## config.mk

```make
export PLATFORM = sky130hd
export DESIGN_NAME = stream_fifo_vc_flat
export DESIGN_NICKNAME = d
export VERILOG_FILES = /design/src/rtl/stream_fifo_vc_pkg.sv /design/src/rtl/stream_fifo_vc_if.sv /design/src/rtl/stream_fifo_vc_arb.sv /design/src/rtl/stream_fifo_vc.sv /design/src/flat_wrapper.sv
export SDC_FILE = /design/constraint.sdc
export NUM_CORES = 1
export LEC_CHECK = 0
export ABC_CLOCK_PERIOD_IN_PS = 10800
export BUFFER_PORTS_ARGS = -buffer_cell sky130_fd_sc_hd__buf_2
export CAP_MARGIN = 10
export CELL_PAD_IN_SITES_DETAIL_PLACEMENT = 0
export CELL_PAD_IN_SITES_GLOBAL_PLACEMENT = 1
export CORE_MARGIN = 2
export CORE_UTILIZATION = 50
export CTS_BUF_LIST = sky130_fd_sc_hd__clkbuf_16
export DETAILED_ROUTE_END_ITERATION = 7
export GPL_TIMING_DRIVEN = 1
export PLACE_DENSITY = 0.83
export SLEW_MARGIN = 20
export SYNTH_ARGS = -nofsm -noshare
export SYNTH_HDL_FRONTEND = slang
export SYNTH_SLANG_ARGS = --single-unit
```

## constraint.sdc

```tcl
create_clock -name clk -period 10.8 [get_ports clk]
set_input_delay 2.7 -clock clk [delete_from_list [all_inputs] [get_ports clk]]
set_output_delay 2.7 -clock clk [all_outputs]
set_load 0.03 [all_outputs]
```

## src/rtl/stream_fifo_vc_pkg.sv

```systemverilog
// Shared types and round-robin helpers for the multi-VC stream FIFO.
package stream_fifo_vc_pkg;

  typedef enum logic {ARB = 1'b0, LOCK = 1'b1} arb_state_e;

  // Upper bound on NumVc; helpers work on a mask zero-extended to this width.
  localparam int MaxVc  = 32;
  localparam int MaxVcW = $clog2(MaxVc);

  function automatic int rr_next(int idx, int n);
    return (idx + 1 >= n) ? 0 : idx + 1;
  endfunction

  // Unused upper mask bits are zero, so a wrap mod MaxVc visits VCs in the
  // same order as a wrap mod NumVc would.
  function automatic int rr_pick(logic [MaxVc-1:0] mask, int start);
    int              pick;
    logic [MaxVcW-1:0] idx;
    pick = start;
    for (int i = MaxVc - 1; i >= 0; i--) begin
      idx = MaxVcW'((start + i) % MaxVc);
      if (mask[idx]) pick = int'(idx);
    end
    return pick;
  endfunction

endpackage

```

## src/rtl/stream_fifo_vc_if.sv

```systemverilog
// Enqueue/dequeue stream bundle for stream_fifo_vc; slave = FIFO side.
interface stream_fifo_vc_if #(
  parameter int NumVc     = 4,
  parameter int WordWidth = 64
);
  localparam int VcW = $clog2(NumVc);

  logic                 enq_vld_i;
  logic [VcW-1:0]       enq_vc_i;
  logic [WordWidth-1:0] enq_payload_i;
  logic [NumVc-1:0]     enq_rdy_o;
  logic                 deq_vld_o;
  logic [VcW-1:0]       deq_vc_o;
  logic [WordWidth-1:0] deq_payload_o;
  logic                 deq_rdy_i;
  logic                 flush_i;

  modport slave (
    input  enq_vld_i, enq_vc_i, enq_payload_i, deq_rdy_i, flush_i,
    output enq_rdy_o, deq_vld_o, deq_vc_o, deq_payload_o
  );

  modport master (
    output enq_vld_i, enq_vc_i, enq_payload_i, deq_rdy_i, flush_i,
    input  enq_rdy_o, deq_vld_o, deq_vc_o, deq_payload_o
  );
endinterface

```

## src/rtl/stream_fifo_vc_arb.sv

```systemverilog
// Round-robin dequeue arbiter; LOCK holds the presented VC until it fires.
module stream_fifo_vc_arb
  import stream_fifo_vc_pkg::*;
#(
  parameter  int NumVc = 4,
  localparam int VcW   = $clog2(NumVc)
) (
  input  logic             clk,
  input  logic             rstn,
  input  logic [NumVc-1:0] nonempty_i,
  input  logic             deq_rdy_i,
  input  logic             flush_i,
  output logic [VcW-1:0]   grant_o,
  output logic             grant_vld_o
);

  arb_state_e     state_q, state_d;
  logic [VcW-1:0] rr_q, rr_d, lock_vc_q, lock_vc_d, pick;

  assign pick        = VcW'(rr_pick(MaxVc'(nonempty_i), int'(rr_q)));
  assign grant_o     = (state_q == LOCK) ? lock_vc_q : pick;
  assign grant_vld_o = (state_q == LOCK) | (|nonempty_i);

  always_ff @(posedge clk or negedge rstn) begin
    if (!rstn) begin
      state_q   <= ARB;
      rr_q      <= '0;
      lock_vc_q <= '0;
    end else begin
      state_q   <= state_d;
      rr_q      <= rr_d;
      lock_vc_q <= lock_vc_d;
    end
  end

  always_comb begin
    state_d   = state_q;
    rr_d      = rr_q;
    lock_vc_d = lock_vc_q;
    if (flush_i) begin
      state_d = ARB;
      rr_d    = '0;
    end else begin
      case (state_q)
        ARB: begin
          if (grant_vld_o && !deq_rdy_i) begin
            lock_vc_d = grant_o;
            state_d   = LOCK;
          end else if (grant_vld_o) begin
            rr_d = VcW'(rr_next(int'(grant_o), NumVc));
          end
        end
        LOCK: begin
          if (deq_rdy_i) begin
            rr_d    = VcW'(rr_next(int'(lock_vc_q), NumVc));
            state_d = ARB;
          end
        end
        default: state_d = ARB;
      endcase
    end
  end

endmodule

```

## src/rtl/stream_fifo_vc.sv

```systemverilog
// Multi-VC stream FIFO: per-VC circular queues, one VC-tagged enqueue port,
// one round-robin dequeue stream. Define STREAM_FIFO_VC_OCC_EN for occ_o.
module stream_fifo_vc
  import stream_fifo_vc_pkg::*;
#(
  parameter  int NumVc     = 4,
  parameter  int Depth     = 4,
  parameter  int WordWidth = 64,
  localparam int VcW       = $clog2(NumVc),
  localparam int CntW      = $clog2(Depth + 1),
  localparam int PtrW      = $clog2(Depth)
) (
  input  logic                  clk,
  input  logic                  rstn,
  stream_fifo_vc_if.slave       s
`ifdef STREAM_FIFO_VC_OCC_EN
  ,
  output logic [NumVc*CntW-1:0] occ_o
`endif
);

  logic [WordWidth-1:0]           mem_q [NumVc][Depth];
  logic [NumVc-1:0][PtrW-1:0]     wr_ptr_q, rd_ptr_q;
  logic [NumVc-1:0][CntW-1:0]     cnt_q;
  logic [NumVc-1:0]               full, nonempty, enq_sel, deq_sel;
  logic                           vc_ok, enq_fire, deq_fire, grant_vld;
  logic [VcW-1:0]                 grant;

  function automatic logic [PtrW-1:0] ptr_inc(logic [PtrW-1:0] p);
    return (p == PtrW'(Depth - 1)) ? '0 : p + PtrW'(1);
  endfunction

  assign vc_ok    = int'(s.enq_vc_i) < NumVc;
  assign enq_fire = s.enq_vld_i & vc_ok & ~full[s.enq_vc_i];
  assign deq_fire = grant_vld & s.deq_rdy_i;

  for (genvar v = 0; v < NumVc; v++) begin : g_vc
    assign full[v]     = cnt_q[v] == CntW'(Depth);
    assign nonempty[v] = cnt_q[v] != '0;
    assign enq_sel[v]  = enq_fire & (s.enq_vc_i == VcW'(v)) & ~s.flush_i;
    assign deq_sel[v]  = deq_fire & (grant == VcW'(v)) & ~s.flush_i;
  end

  stream_fifo_vc_arb #(.NumVc(NumVc)) u_arb (
    .clk         (clk),
    .rstn        (rstn),
    .nonempty_i  (nonempty),
    .deq_rdy_i   (s.deq_rdy_i),
    .flush_i     (s.flush_i),
    .grant_o     (grant),
    .grant_vld_o (grant_vld)
  );

  // Full/empty come from the count, so pointers never need an extra wrap bit.
  always_ff @(posedge clk or negedge rstn) begin
    if (!rstn) begin
      wr_ptr_q <= '0;
      rd_ptr_q <= '0;
      cnt_q    <= '0;
    end else if (s.flush_i) begin
      wr_ptr_q <= '0;
      rd_ptr_q <= '0;
      cnt_q    <= '0;
    end else begin
      for (int v = 0; v < NumVc; v++) begin
        if (enq_sel[v]) wr_ptr_q[v] <= ptr_inc(wr_ptr_q[v]);
        if (deq_sel[v]) rd_ptr_q[v] <= ptr_inc(rd_ptr_q[v]);
        cnt_q[v] <= cnt_q[v] + CntW'(enq_sel[v]) - CntW'(deq_sel[v]);
      end
    end
  end

  always_ff @(posedge clk) begin
    for (int v = 0; v < NumVc; v++)
      if (enq_sel[v]) mem_q[v][wr_ptr_q[v]] <= s.enq_payload_i;
  end

  assign s.enq_rdy_o     = ~full;
  assign s.deq_vld_o     = grant_vld;
  assign s.deq_vc_o      = grant_vld ? grant : '0;
  assign s.deq_payload_o = grant_vld ? mem_q[grant][rd_ptr_q[grant]] : '0;

`ifdef STREAM_FIFO_VC_OCC_EN
  assign occ_o = cnt_q;
`endif

endmodule

```

## src/flat_wrapper.sv

```systemverilog
// flat-port wrapper written by rule: the top's interface ports become plain ports
module stream_fifo_vc_flat import stream_fifo_vc_pkg::*;
#(
  parameter  int NumVc     = 4,
  parameter  int Depth     = 4,
  parameter  int WordWidth = 64,
  localparam int VcW       = $clog2(NumVc),
  localparam int CntW      = $clog2(Depth + 1),
  localparam int PtrW      = $clog2(Depth)
)
  (clk, rstn, s_enq_vld_i, s_enq_vc_i, s_enq_payload_i, s_deq_rdy_i, s_flush_i, s_enq_rdy_o, s_deq_vld_o, s_deq_vc_o, s_deq_payload_o);
  stream_fifo_vc_if #(.NumVc(NumVc), .WordWidth(WordWidth)) s_i ();
  input  logic clk;
  input  logic rstn;
  input wire logic [$bits(s_i.enq_vld_i)-1:0] s_enq_vld_i;
  input wire logic [$bits(s_i.enq_vc_i)-1:0] s_enq_vc_i;
  input wire logic [$bits(s_i.enq_payload_i)-1:0] s_enq_payload_i;
  input wire logic [$bits(s_i.deq_rdy_i)-1:0] s_deq_rdy_i;
  input wire logic [$bits(s_i.flush_i)-1:0] s_flush_i;
  output wire logic [$bits(s_i.enq_rdy_o)-1:0] s_enq_rdy_o;
  output wire logic [$bits(s_i.deq_vld_o)-1:0] s_deq_vld_o;
  output wire logic [$bits(s_i.deq_vc_o)-1:0] s_deq_vc_o;
  output wire logic [$bits(s_i.deq_payload_o)-1:0] s_deq_payload_o;
  assign s_i.enq_vld_i = s_enq_vld_i;
  assign s_i.enq_vc_i = s_enq_vc_i;
  assign s_i.enq_payload_i = s_enq_payload_i;
  assign s_i.deq_rdy_i = s_deq_rdy_i;
  assign s_i.flush_i = s_flush_i;
  assign s_enq_rdy_o = s_i.enq_rdy_o;
  assign s_deq_vld_o = s_i.deq_vld_o;
  assign s_deq_vc_o = s_i.deq_vc_o;
  assign s_deq_payload_o = s_i.deq_payload_o;
  stream_fifo_vc #(.NumVc(NumVc), .Depth(Depth), .WordWidth(WordWidth)) u_core (.clk(clk), .rstn(rstn), .s(s_i));
endmodule
```

* Word level (Yosys, flattened, before mapping) *
Memories as Yosys holds them, arrays and structs flattened.
Cells that the tools add are included.

storage, ports and cells
  bits of input ports = 71
  register bits after elaboration = 33
  memories = 1
  latch bits = 0
  bits in read-only memories = 0
  output and inout port bits = 71
  bits in writable memories = 1024

memory list
  memory        depth  width  rd ports  clocked after memory_dff  write ports  line                  text
  u_core.mem_q  4      256    1         0                         1            stream_fifo_vc.sv:22  logic [WordWidth-1:0] mem_q [NumVc][Depth];

cells by class
  multiply operators = 0
  div/mod/pow operators = 0
  bitwise logic cells = 28
  $lt $le $gt $ge = 45
  equality and inequality tests = 21
  add/sub/neg operators = 49
  muxes and demuxes = 161
  shift-type cells = 0
  reduce and logical (&&, ||, !) cells = 26

operators with widths
  kind                                                                          number
  256-bit 2-to-1 mux                                                            10
  256-bit OR reduction                                                          3
  64-bit demux with 2-bit select                                                4
  64-bit 2-to-1 mux                                                             7
  1-bit binary-select mux with 5-bit select                                     31
  5-bit by 6-bit less-than comparator with 1-bit output, second input constant  24
  64-bit binary-select mux with 2-bit select                                    1
  2-bit 2-to-1 mux                                                              60
  2-bit by 5-bit adder with 5-bit output, second input constant                 16
  2-bit by 4-bit adder with 5-bit output, second input constant                 8
  1-bit 2-to-1 mux                                                              40
  2-bit == test, second input constant                                          12
  4-bit by 6-bit less-than comparator with 1-bit output, second input constant  4
  3-bit >= comparator, second input constant                                    7
  1-bit AND                                                                     18
  3-bit by 6-bit less-than comparator with 1-bit output, second input constant  3
  2-bit by 1-bit adder with 2-bit output, second input constant                 8
  2-bit by 3-bit adder with 4-bit output, second input constant                 4
  8-bit 2-to-1 mux                                                              2
  2-bit nonzero test                                                            8
  2-bit inverter with 3-bit output                                              5
  3-bit by 1-bit adder with 3-bit output                                        4
  3-bit == test, second input constant                                          4
  3-bit by 1-bit less-than comparator with 1-bit output, second input constant  4
  22 further kinds                                                              43

* Logic depth before layout (Yosys ltp) *
Gate-level depths: netlist (run 1).

  depth after elaboration = 43
  depth in mapped cells = 21

* Modules after synthesis *
A second synthesis (run 1) with hierarchy kept.

unflattened totals
  cells, all modules = 1826
  area total of the unflattened synthesis = 41344.7 µm²

modules (own cells, without submodules)
  module              times used  area an instance (µm²)  cells an instance
  stream_fifo_vc      1           40760.3                 1765
  stream_fifo_vc_arb  1           584.3                   61

* Worst setup path before layout (run 1) *
No wires, ideal clock.

  path type = register -> output
  from = register u_core.u_arb.rr_q[0]
  to = output port s_deq_payload_o[62]
  slack = 4.704 ns
  cell stages (with the launch flop) = 16
  data required time = 8.100 ns
  data arrival time = 3.396 ns
  cells stage by stage = dfrtp_1 -> buf_4 -> inv_1 -> ha_1 -> clkbuf_1 -> nor3b_1 -> nand3_1 -> a31o_2 -> o211ai_2 -> buf_2 -> nand3_1 -> nand3_1 -> and3_1 -> clkbuf_1 -> clkbuf_1 -> a22o_1

between the ends
  longest elaborated chain between the ends = 43
  elaborated cells between the ends (all ways) = 136
  classes of those cells = add/sub (31); mux (103); bitwise (1); memory (1)

ends and longest elaborated chain
  item                                                      line                      text
  from (decl)                                               stream_fifo_vc_arb.sv:18  logic [VcW-1:0] rr_q, rr_d, lock_vc_q, lock_vc_d, pick;
  from (signal assigned)                                    stream_fifo_vc_arb.sv:31  rr_q <= rr_d;
  2-bit by 5-bit adder with 5-bit output                    stream_fifo_vc_pkg.sv:21  idx = MaxVcW'((start + i) % MaxVc);
  1-bit binary-select mux with 5-bit select                 stream_fifo_vc_pkg.sv:22  if (mask[idx]) pick = int'(idx);
  1-bit 2-to-1 mux (implied by the code)                    stream_fifo_vc_pkg.sv:22
  2-bit 2-to-1 mux (31 in a row)                            stream_fifo_vc_pkg.sv:22
  2-bit 2-to-1 mux (*)                                      stream_fifo_vc_pkg.sv:22
  2-bit 2-to-1 mux (*)                                      stream_fifo_vc_arb.sv:21  assign grant_o = (state_q == LOCK) ? lock_vc_q : pick;
  2-bit binary-select mux with 2-bit select                 stream_fifo_vc.sv:81      assign s.deq_payload_o = grant_vld ? mem_q[grant][rd_ptr_q[grant]] : '0;
  2-bit 2-to-1 mux (implied by the code)                    stream_fifo_vc.sv:81
  2-bit inverter with 3-bit output (implied by the code)    stream_fifo_vc.sv:81
  64-bit binary-select mux with 2-bit select (*)            stream_fifo_vc.sv:81
  64-bit 2-to-1 mux (implied by the code) (*) (2 in a row)  stream_fifo_vc.sv:81
  64-bit 2-to-1 mux (*)                                     stream_fifo_vc.sv:81
  to (decl)                                                 flat_wrapper.sv:23        output wire logic [$bits(s_i.deq_payload_o)-1:0] s_deq_payload_o;

Mark *: on every way between the ends. The rest lies on a longest branch, timed or not. The select of a mux whose other input is x is not followed.

* Worst setup path in the final report (run 1) *
  from = register u_core.u_arb.rr_q[0]
  to = output port s_deq_payload_o[10]

The elaborated chain is that of the path after synthesis.

==> metrics list, run 1 <==
* Maximum operating frequency: 113.0 MHz
- Total of max-cap violations: 0
- Launching element type of the critical path: flip-flop
* Most frequent cells after synthesis: edfxtp_1, a21boi_0, clkbuf_1
- The top cell type by area accounts for 65.50% of the synthesized area.
- For the worst setup path, the data required time is 8.10 ns.
- In the final timing run, aggregate negative setup slack is 0 ns.
- The flow ran to the end, and the final reports show no timing, DRC or antenna violations.
- At the end of routability-driven placement, the weighted congestion stood at 0.7671.
* Clock buffer count from CTS: ~110
- The critical path is of the flip-flop to output port type.
- Setup repair after global routing missed its margin: false
- OpenSTA, run right after detailed placement, puts the worst setup slack at 2.652 ns.
- Hold Vio Cnt, Final: 0
- For this configuration, the core starts out at a cell density of 50.38%.
- After layout, the worst path uses 81.94% of the clock period.
* Count of distinct cell types in the synthesized netlist: 62
- The floorplan step set the die width to about 310 um.
- The largest total area in the synthesized netlist belongs to edfxtp_1.
- The die covers 96360 um^2.
* Final design area excluding fillers: 51810 um^2
- Cells on Worst Hold Path: 1
- The endpoint identified for the worst register-to-register timing path is u_core.cnt_q[5].
* Standard-cell row count: ~110
- Buffers inserted by post-CTS timing repair: 0
- Remaining number of nets flagged by the antenna check after routing: 0
- For the final database, setup skew stands at 0.02630 ns.
- Total congestion overflow: 0
- Sequential area share after synthesis: 67.25%
- Internal reg-to-reg setup slack: 5.63 ns
* WL per Instance: approximately 25 um
- Final-report max-slew violation count: 0
- Number of global-route vias before repair: 27640
* Summed instance area of the synthesized netlist: 46950 um^2
- Max-slew headroom: roughly 23%
- Global routing used roughly a quarter of the available tracks.
* DIE HEIGHT: 310.4 um
- Summed over all nets, the half-perimeter wirelength after detailed placement is roughly 54000 um.
* Instance area after placement: 48310 um^2
- Path class of the lowest-slack min-delay path: flip-flop to flip-flop
* Maximum number of pins on one net before global-route repair: 304
- Number of iterations in the first detailed-routing pass: 5
* Insertion delay of the later-clocked pin in the worst-skew pair: slightly below 0.7 ns
- After synthesis, the mean cell area works out to approximately 14 um^2.
* Fraction of layout instances using a drive strength above 1: 10.74%
- Maximum buffer depth of the clock tree: 3
* Period minus WS final: 8.850 ns
- Total length of routed wires: 118300 um
- The worst setup path is captured at an output port.
- TritonCTS clock tree: done
* Transition time of the tightest slew-check pin: ~1.2 ns
- Ratio of routed vias to standard cells: 6.316
- Syn. warnings: 0
* Total of hold buffers inserted after clock tree synthesis: 0
- After clock tree synthesis, the repair step resized 0 gates.
- Register bit total from synthesis: 1057
- Most numerous cell in the Yosys netlist: edfxtp_1
* Starting DRT DRC Count: 3047
- After clock tree synthesis, the clock-pin slew on the worst setup and hold paths is approximately 0.060 ns.
- In the synthesized netlist the dominant register cell turns out to be edfxtp_1.
- After floorplanning, the core was sized to cover 93190 um^2.
* Number of enable flip-flop cells after synthesis: between 1000 and 1500
* Arrival @ worst endpoint: between 6 and 7 ns
- Net Count, Synth: 3501
- Worst R2R Path Depth: 18
- In this run the worst path has a maximum fanout of 126.
* Clock sink count: between 1000 and 1500
* Mapped Cells: 3393
* P&R area growth vs syn: 10.36%
- During placement, the flow inserted port buffers numbering 141.
* Share of synthesized registers carrying an async set or reset: about 3.1%
- Setup slack of the critical path after layout: 1.950 ns
* Residual DRC: 0
- The detailed router placed 29610 vias in this run.
* RR Startpoint: u_core.u_arb.rr_q[0]
* Origin of the worst min-delay path: u_core.u_arb.lock_vc_q[1]
- The net count of the finished layout is 3447.
- The first global-routing pass estimated 174500 um of wire.
- The clock tree synthesis step divided the H-tree into 3 levels.
- The path with the worst hold slack has its endpoint at u_core.u_arb.lock_vc_q[1].
* Ports: around 140
- Setup violations remaining at the end of the flow were counted as 0.
* Number of antenna violations at the first check in global routing: 13
- Yosys attributes the largest share of cell area to edfxtp_1, a21boi_0, o32ai_1.
- The tree is rooted in a clkbuf_16.
## worst max path at each step
stage,startpoint,end,slack [ns],depth (start not counted)
after floorplan,u_core.u_arb.rr_q[0],s_deq_payload_o[62],4.70,15
after global placement,u_core.u_arb.rr_q[0],s_deq_payload_o[36],2.73,13
after detailed placement,u_core.u_arb.rr_q[0],s_deq_payload_o[36],2.65,13
after CTS,u_core.u_arb.rr_q[0],s_deq_payload_o[36],1.89,13
after global routing,u_core.u_arb.rr_q[0],s_deq_payload_o[12],1.62,13
final,u_core.u_arb.rr_q[0],s_deq_payload_o[10],1.95,13
## sequential cells by signal (all words and copies together) (netlist names)
register and cells:
u_core.rd_ptr_q 8, u_core.mem_q 1024, u_core.cnt_q 12, u_core.u_arb.lock_vc_q 2
u_core.u_arb.rr_q 2, u_core.wr_ptr_q 8, u_core.u_arb.state_q 1
## layer usage
layer	track usage [%]	wire length, um	vias up
li1	-	-	13380
met1	32.52	50110	14910
met2	39.85	57110	1073
met3	3.828	7529	221
met4	8.201	3463	14
met5	0	94	-
## critical path, cell delays in order, from the launching register on
cell      delay (ns)
dfrtp_1         0.64
inv_1           0.09
ha_1            0.44
nor4_1          0.49
a221oi_2        0.10
a311oi_4        0.32
buf_4           0.58
nor2_8          0.13
inv_8           0.53
buf_4           0.83
o32ai_1         0.21
mux2i_1         0.28
a22o_1          0.22
buf_2           0.22
## cell families (layout without fill, tap and decap cells)
| logic type | Yosys count | in the layout | synth area share, % |
|---|---|---|---|
| buffers and inverters | 377 | 412 | 3.214 |
| AO/OA/AOI/OAI | 1124 | 1124 | 18.22 |
| adder cells (fa/ha/maj) | 37 | 37 | 1.050 |
| flip-flops | 1057 | 1057 | 67.25 |
| XOR/XNOR | 10 | 10 | 0.1866 |
| multiplexers | 140 | 140 | 2.987 |
| AND/OR/NAND/NOR | 648 | 648 | 7.086 |
| other | 0 | 5 | 0 |
## cell type report
class | count | area (um^2)
clock inverters | 88 | 700.7
clock buffers | 110 | 2753
flip-flops and latches | 1057 | 31580
repair buffers | 185 | 1142
well taps | 1254 | 1569
inverters | 29 | 116.4
diodes | 5 | 12.51
multi-input cells | 1959 | 13940
fillers | 7434 | 41380
## cells in the final DEF, fill, tap and decap left out, drive strengths merged, types with 5 or more instances in the layout
master  count
a21boi    514
a21oi       9
a22o       64
and2       20
and3      259
buf       185
bufinv     11
clkbuf    110
clkinv     41
dfrtp      33
diode       5
edfxtp   1024
ha         33
inv        61
mux2i     139
nand2     275
nand3      12
nor2       35
nor2b       7
nor3        9
nor4       10
o21ai       5
o22ai     258
o32ai     257
xnor2       7
## through the flow
step / utilization, % / instances / hold WS [ns]
after floorplan: - / 3393 / 0.4991
after global placement: 51.84 / 4483 / 0.5328
after detailed placement: 51.84 / 4483 / 0.5433
after CTS: 55.55 / 4681 / 0.5556
after global routing: 55.59 / 4684 / 0.5759
final: 55.60 / 4687 / 0.5514
Power of run 1 is not shown: default switching activity piles up to over one toggle a cycle in this logic, so the estimate is an artifact.
==> run 2: changes to the inputs <==
--- a/config.mk
+++ b/config.mk
@@ -5,17 +5,18 @@
 export SDC_FILE = /design/constraint.sdc
 export NUM_CORES = 1
 export LEC_CHECK = 0
-export ABC_CLOCK_PERIOD_IN_PS = 10800
+export ABC_AREA = 1
+export ABC_CLOCK_PERIOD_IN_PS = 7300
 export BUFFER_PORTS_ARGS = -buffer_cell sky130_fd_sc_hd__buf_2
 export CAP_MARGIN = 10
 export CELL_PAD_IN_SITES_DETAIL_PLACEMENT = 0
 export CELL_PAD_IN_SITES_GLOBAL_PLACEMENT = 1
 export CORE_MARGIN = 2
-export CORE_UTILIZATION = 50
+export CORE_UTILIZATION = 45
 export CTS_BUF_LIST = sky130_fd_sc_hd__clkbuf_16
 export DETAILED_ROUTE_END_ITERATION = 7
 export GPL_TIMING_DRIVEN = 1
-export PLACE_DENSITY = 0.83
+export PLACE_DENSITY = 0.82
 export SLEW_MARGIN = 20
 export SYNTH_ARGS = -nofsm -noshare
 export SYNTH_HDL_FRONTEND = slang
==> constraint.sdc (replaced) <==
create_clock -name clk -period 7.3 [get_ports clk]
set_input_delay 1.825 -clock clk [delete_from_list [all_inputs] [get_ports clk]]
set_output_delay 1.825 -clock clk [all_outputs]
set_load 0.03 [all_outputs]
==> metrics list, run 2 <==
* Outcome: finished clean (unchanged)
* Global-route wire length before repair: 184900 um (was 174500 um)
* CP bufs+invs: 5 (unchanged)
- Count of distinct cell types in the synthesized netlist: 31 (was 62)
* Nets: 4814 (was 3447)
* Final worst clock skew: 0.02369 ns (was 0.02630 ns)
- Ratio of routed vias to standard cells: 5.154 (was 6.316)
* Final design area excluding fillers: 52620 um^2 (was 51810 um^2)
- P&R area growth vs syn: 11.92% (was 10.36%)
- The xor-xnor portion of the synthesized cell area was 0.05589% (was 0.1866%).
- The final critical path takes up 92.09% of the cycle.
* Summed instance area of the synthesized netlist: 47010 um^2 (was 46950 um^2)
* Leading cell type in the layout, fill and taps excluded: nand2_1 (was edfxtp_1)
- The number of maximum-capacitance violations was 0 (unchanged).
* Initial core utilization: 45.36% (was 50.38%)
* CTS resizes: 0 (unchanged)
- Sum of net half-perimeters after detailed placement: 61000 um (was 54390 um)
- The number of DRC violations after detailed routing was 0 (unchanged).
* Most frequent cells after synthesis: nand2_1, edfxtp_1, nor2_1 (was edfxtp_1, a21boi_0, clkbuf_1)
* RR Startpoint: u_core.u_arb.rr_q[0] (unchanged)
- Longest individual stage delay on the worst path: 0.77 ns (was 0.83 ns)
* RD Place Congestion: 0.7928 (was 0.7671)
* Share of synthesized cell area in full adder, half adder and majority cells: 1.049% (was 1.050%)
- The initial antenna violation count was 7 (was 13).
* Compound-gate portion of the synthesized area: 3.832% (was 18.22%)
- The post-synthesis instance total is 4645 (was 3393).
* Standard-cell row count: 118 (was 112)
* Total length of routed wires: 122000 um (was 118300 um)
- Highest-delay cell along the critical path: inv_2 (was buf_4)
- Die Width: 327.2 um (was 310.4 um)
- The area of the die is 107100 um^2 (was 96360 um^2).
- The portion of netlist area occupied by mux cells is 0% (was 2.988%).
- The yosys synthesis warning count came to 0 (unchanged).
* Number of enable flip-flop cells after synthesis: 1024 (unchanged)
- The total global-route track usage came to 22.53% (was 24.07%).
- The number of synthesized register bits is 1057 (unchanged).
* Total congestion overflow: 0 (unchanged)
- TritonCTS clock tree: done (unchanged)
- Timing would allow up to 148.8 MHz.
* Total number of vias: 31830 (was 29610)
- Launching element type of the critical path: flip-flop (unchanged)
* Starting DRT DRC Count: 3078 (was 3047)
* Setup repair after global routing missed its margin: false (unchanged)
- Clock buffer count from CTS: 108 (was 107)
- The start point of the critical path is u_core.u_arb.rr_q[0] (unchanged).
- Nature of the critical path endpoint: output port (unchanged)
- Max-slew headroom: 24.74% (was 22.88%)
- The die height is 327.2 um (was 310.4 um).
- Instance area after placement: 49190 um^2 (was 48310 um^2)
- The signal arrival time at the worst endpoint is 4.90 ns (was 6.15 ns).
- Largest family of logic cells by synthesized area: simple AND/OR/NAND/NOR gates (was compound AO/OA/AOI/OAI gates)
- Insertion delay of the later-clocked pin in the worst-skew pair: 0.69 ns (about the same)
- Series of cell instances along the critical path: inv_2 > ha_1 > inv_1 > nand3_1 > nand2_2 > nand2_1 > nand2_1 > nand3_1 > nand3_1 > nand2_1 > nand2_1 > nand2_1 > nand2_4 > nand2_4 > nand2_1 > o21ai_4 > inv_2 > buf_4 > nand2_1 > nor2_1 > nor2_1 > buf_2 (was inv_1 > ha_1 > nor4_1 > a221oi_2 > a311oi_4 > buf_4 > nor2_8 > inv_8 > buf_4 > o32ai_1 > mux2i_1 > a22o_1 > buf_2)
- The share of layout cells above drive strength 1 was 8.038% (was 10.74%).
- The required arrival time at the worst endpoint came to 5.48 ns (was 8.10 ns).
- Simple-gate area share of the yosys netlist: 20.43% (was 7.086%)
- The I/O pin total was 142 (unchanged).
* Most numerous cell in the Yosys netlist: nand2_1 (was edfxtp_1)
- The number of nets produced by synthesis was 4753 (was 3501).
* Maximum buffer depth of the clock tree: 3 (unchanged)
* Number of global-route vias before repair: 30760 (was 27640)
- Number of iterations in the first detailed-routing pass: 6 (was 5)
- The depth of the CTS H-tree came to 3 (unchanged).
- Fraction of synthesized cell area taken by the top area cell type: 65.41% (was 65.50%)
- The post-CTS setup buffer count is 0 (unchanged).
* Hold Vio Cnt, Final: 0 (unchanged)
- The share of synthesized flip-flops with an asynchronous set or reset is 3.122% (unchanged).
- The number of sinks on the clock net is 1057 (unchanged).
- The source of the worst hold timing path is u_core.rd_ptr_q[5] (was u_core.u_arb.lock_vc_q[1]).
- Clock input transition at the sequential cells of the worst setup and hold paths: 0.06 ns (about the same)
- The worst-path maximum fanout is 30 (was 126).
- Cell types occupying the most area after synthesis: edfxtp_1, nand2_1, nor2_1 (was edfxtp_1, a21boi_0, o32ai_1).
- Count of input and output buffers: 141 (unchanged)
- The CTS root buffer is clkbuf_16 (unchanged).
- Sequential area share after synthesis: 67.16% (was 67.25%)
- The primary flip-flop cell chosen by synthesis mapping was edfxtp_1 (unchanged).
- The transition time at the pin with the least slew margin was 1.126 ns (was 1.157 ns).
- The flip-flop count of the largest register after layout is 1024 (unchanged).
- Remaining number of nets flagged by the antenna check after routing: 0 (unchanged)
* Period minus WS final: 6.722 ns
- Post-Synthesis Mean Instance Area: 10.12 um^2 (was 13.84 um^2)
- The type of the worst setup path was flip-flop to output port (unchanged).
* Maximum number of pins on one net before global-route repair: 129 (was 304)
- The wire length per cell was 19.76 um (was 25.24 um).
* Setup-violating endpoint count in the final report: 0 (unchanged)
- The classification of the worst-slack hold path was flip-flop to flip-flop (unchanged).
* Core area: 103600 um^2 (was 93190 um^2)
- The final count of pins violating max slew is 0 (unchanged).
- Dominant delay contributor by cell family on the critical path: buffers and inverters (unchanged)
* Cell type with the highest occurrence count on the critical path: nand2_1 (was buf_4)
- The hold buffer count at cts came to 0 (unchanged).
- Top cell type by total area after synthesis: edfxtp_1 (unchanged)
* Final sum of negative setup slack: 0 ns (unchanged)
* Commonest cells after routing, fill and taps aside: nand2_1, edfxtp_1, nor2_1 (was edfxtp_1, a21boi_0, nand2_1)
[run 2: changes by cell type in the layout (fill, tap and decap cells not counted), moves of 20 or more]
cell | previous run | this run
nand2_1 | 274 | 1089
nor2_1 | 34 | 734
inv_1 | 57 | 618
a21boi_0 | 511 | 0
nand3_1 | 12 | 410
and3_1 | 258 | 0
o32ai_1 | 256 | 0
o22ai_1 | 258 | 3
o21ai_1 | 1 | 208
mux2i_1 | 139 | 0
o21ai_0 | 4 | 136
a22o_1 | 64 | 0
nand3b_1 | 0 | 64
buf_12 | 6 | 26
[run 2: per-layer routing]
metal / global-route usage, % / vias up / wire, um
met5: 0 / - / 16
met4: 7.250 / 2 / 3360
met3: 2.634 / 199 / 7180
met2: 38.73 / 984 / 59320
met1: 29.91 / 15380 / 52110
li1: - / 15260 / -
[run 2: layout make-up]
type / instances / area (um^2)
multi-input cells: 2737 / 12130
clock inverters: 84 / 640.6
repair buffers: 207 / 1546
inverters: 595 / 2233
fillers: 9179 / 51030
clock buffers: 110 / 2753
flip-flops and latches: 1057 / 31580
well taps: 1380 / 1727
diodes: 5 / 12.51
[run 2: logic make-up (layout without fill, tap and decap cells)]
logic type	after synthesis	count (layout)
xor+xnor	3	3
other cells	0	5
flops	1057	1057
simple gates	2341	2341
fa+ha+maj	37	37
compound gates	356	356
buf+inv	851	996
[run 2: per-stage QoR]
stage | util [%] | worst slack (ns) | instances | hold slack, ns
after floorplan | - | 1.224 | 4645 | 0.4949
after global placement | 47.44 | 1.417 | 5974 | 0.5584
after detailed placement | 47.46 | 1.343 | 5975 | 0.5485
after CTS | 50.73 | 0.6050 | 6169 | 0.5614
after global routing | 50.76 | 0.3059 | 6171 | 0.5774
final | 50.77 | 0.5778 | 6175 | 0.5607
[run 2: path summary, 6_finish.rpt]
| check | cells past startpoint | to | slack, ns |
|---|---|---|---|
| setup / recovery | 22 | s_deq_payload_o[21] | 0.58 |
| hold / removal | 2 | u_core.rd_ptr_q[5] | 0.56 |
| setup reg to reg | 22 | u_core.cnt_q[5] | 2.91 |
| hold reg to reg | 2 | u_core.rd_ptr_q[5] | 0.56 |
| max in group asynchronous | 1 | u_core.rd_ptr_q[1] | 5.54 |
| min in group asynchronous | 1 | u_core.rd_ptr_q[2] | 1.24 |
[run 2: worst reg2reg max path: stages, from the launching register on]
cell and delay [ns]:
dfrtp_1 0.47, inv_2 0.13, ha_1 0.38, inv_1 0.12
nand3_1 0.11, nand2_2 0.11, nand2_1 0.06, nand2_1 0.07
nand3_1 0.07, nand2_1 0.11, nand3_4 0.11, nand2_4 0.16
buf_4 0.61, ha_1 0.28, inv_1 0.06, nor2_1 0.28
ha_1 0.30, inv_1 0.06, ha_1 0.14, inv_1 0.05
fa_1 0.38, xor2_1 0.16, nor2_1 0.05
Power of run 2 is left out for the same reason.
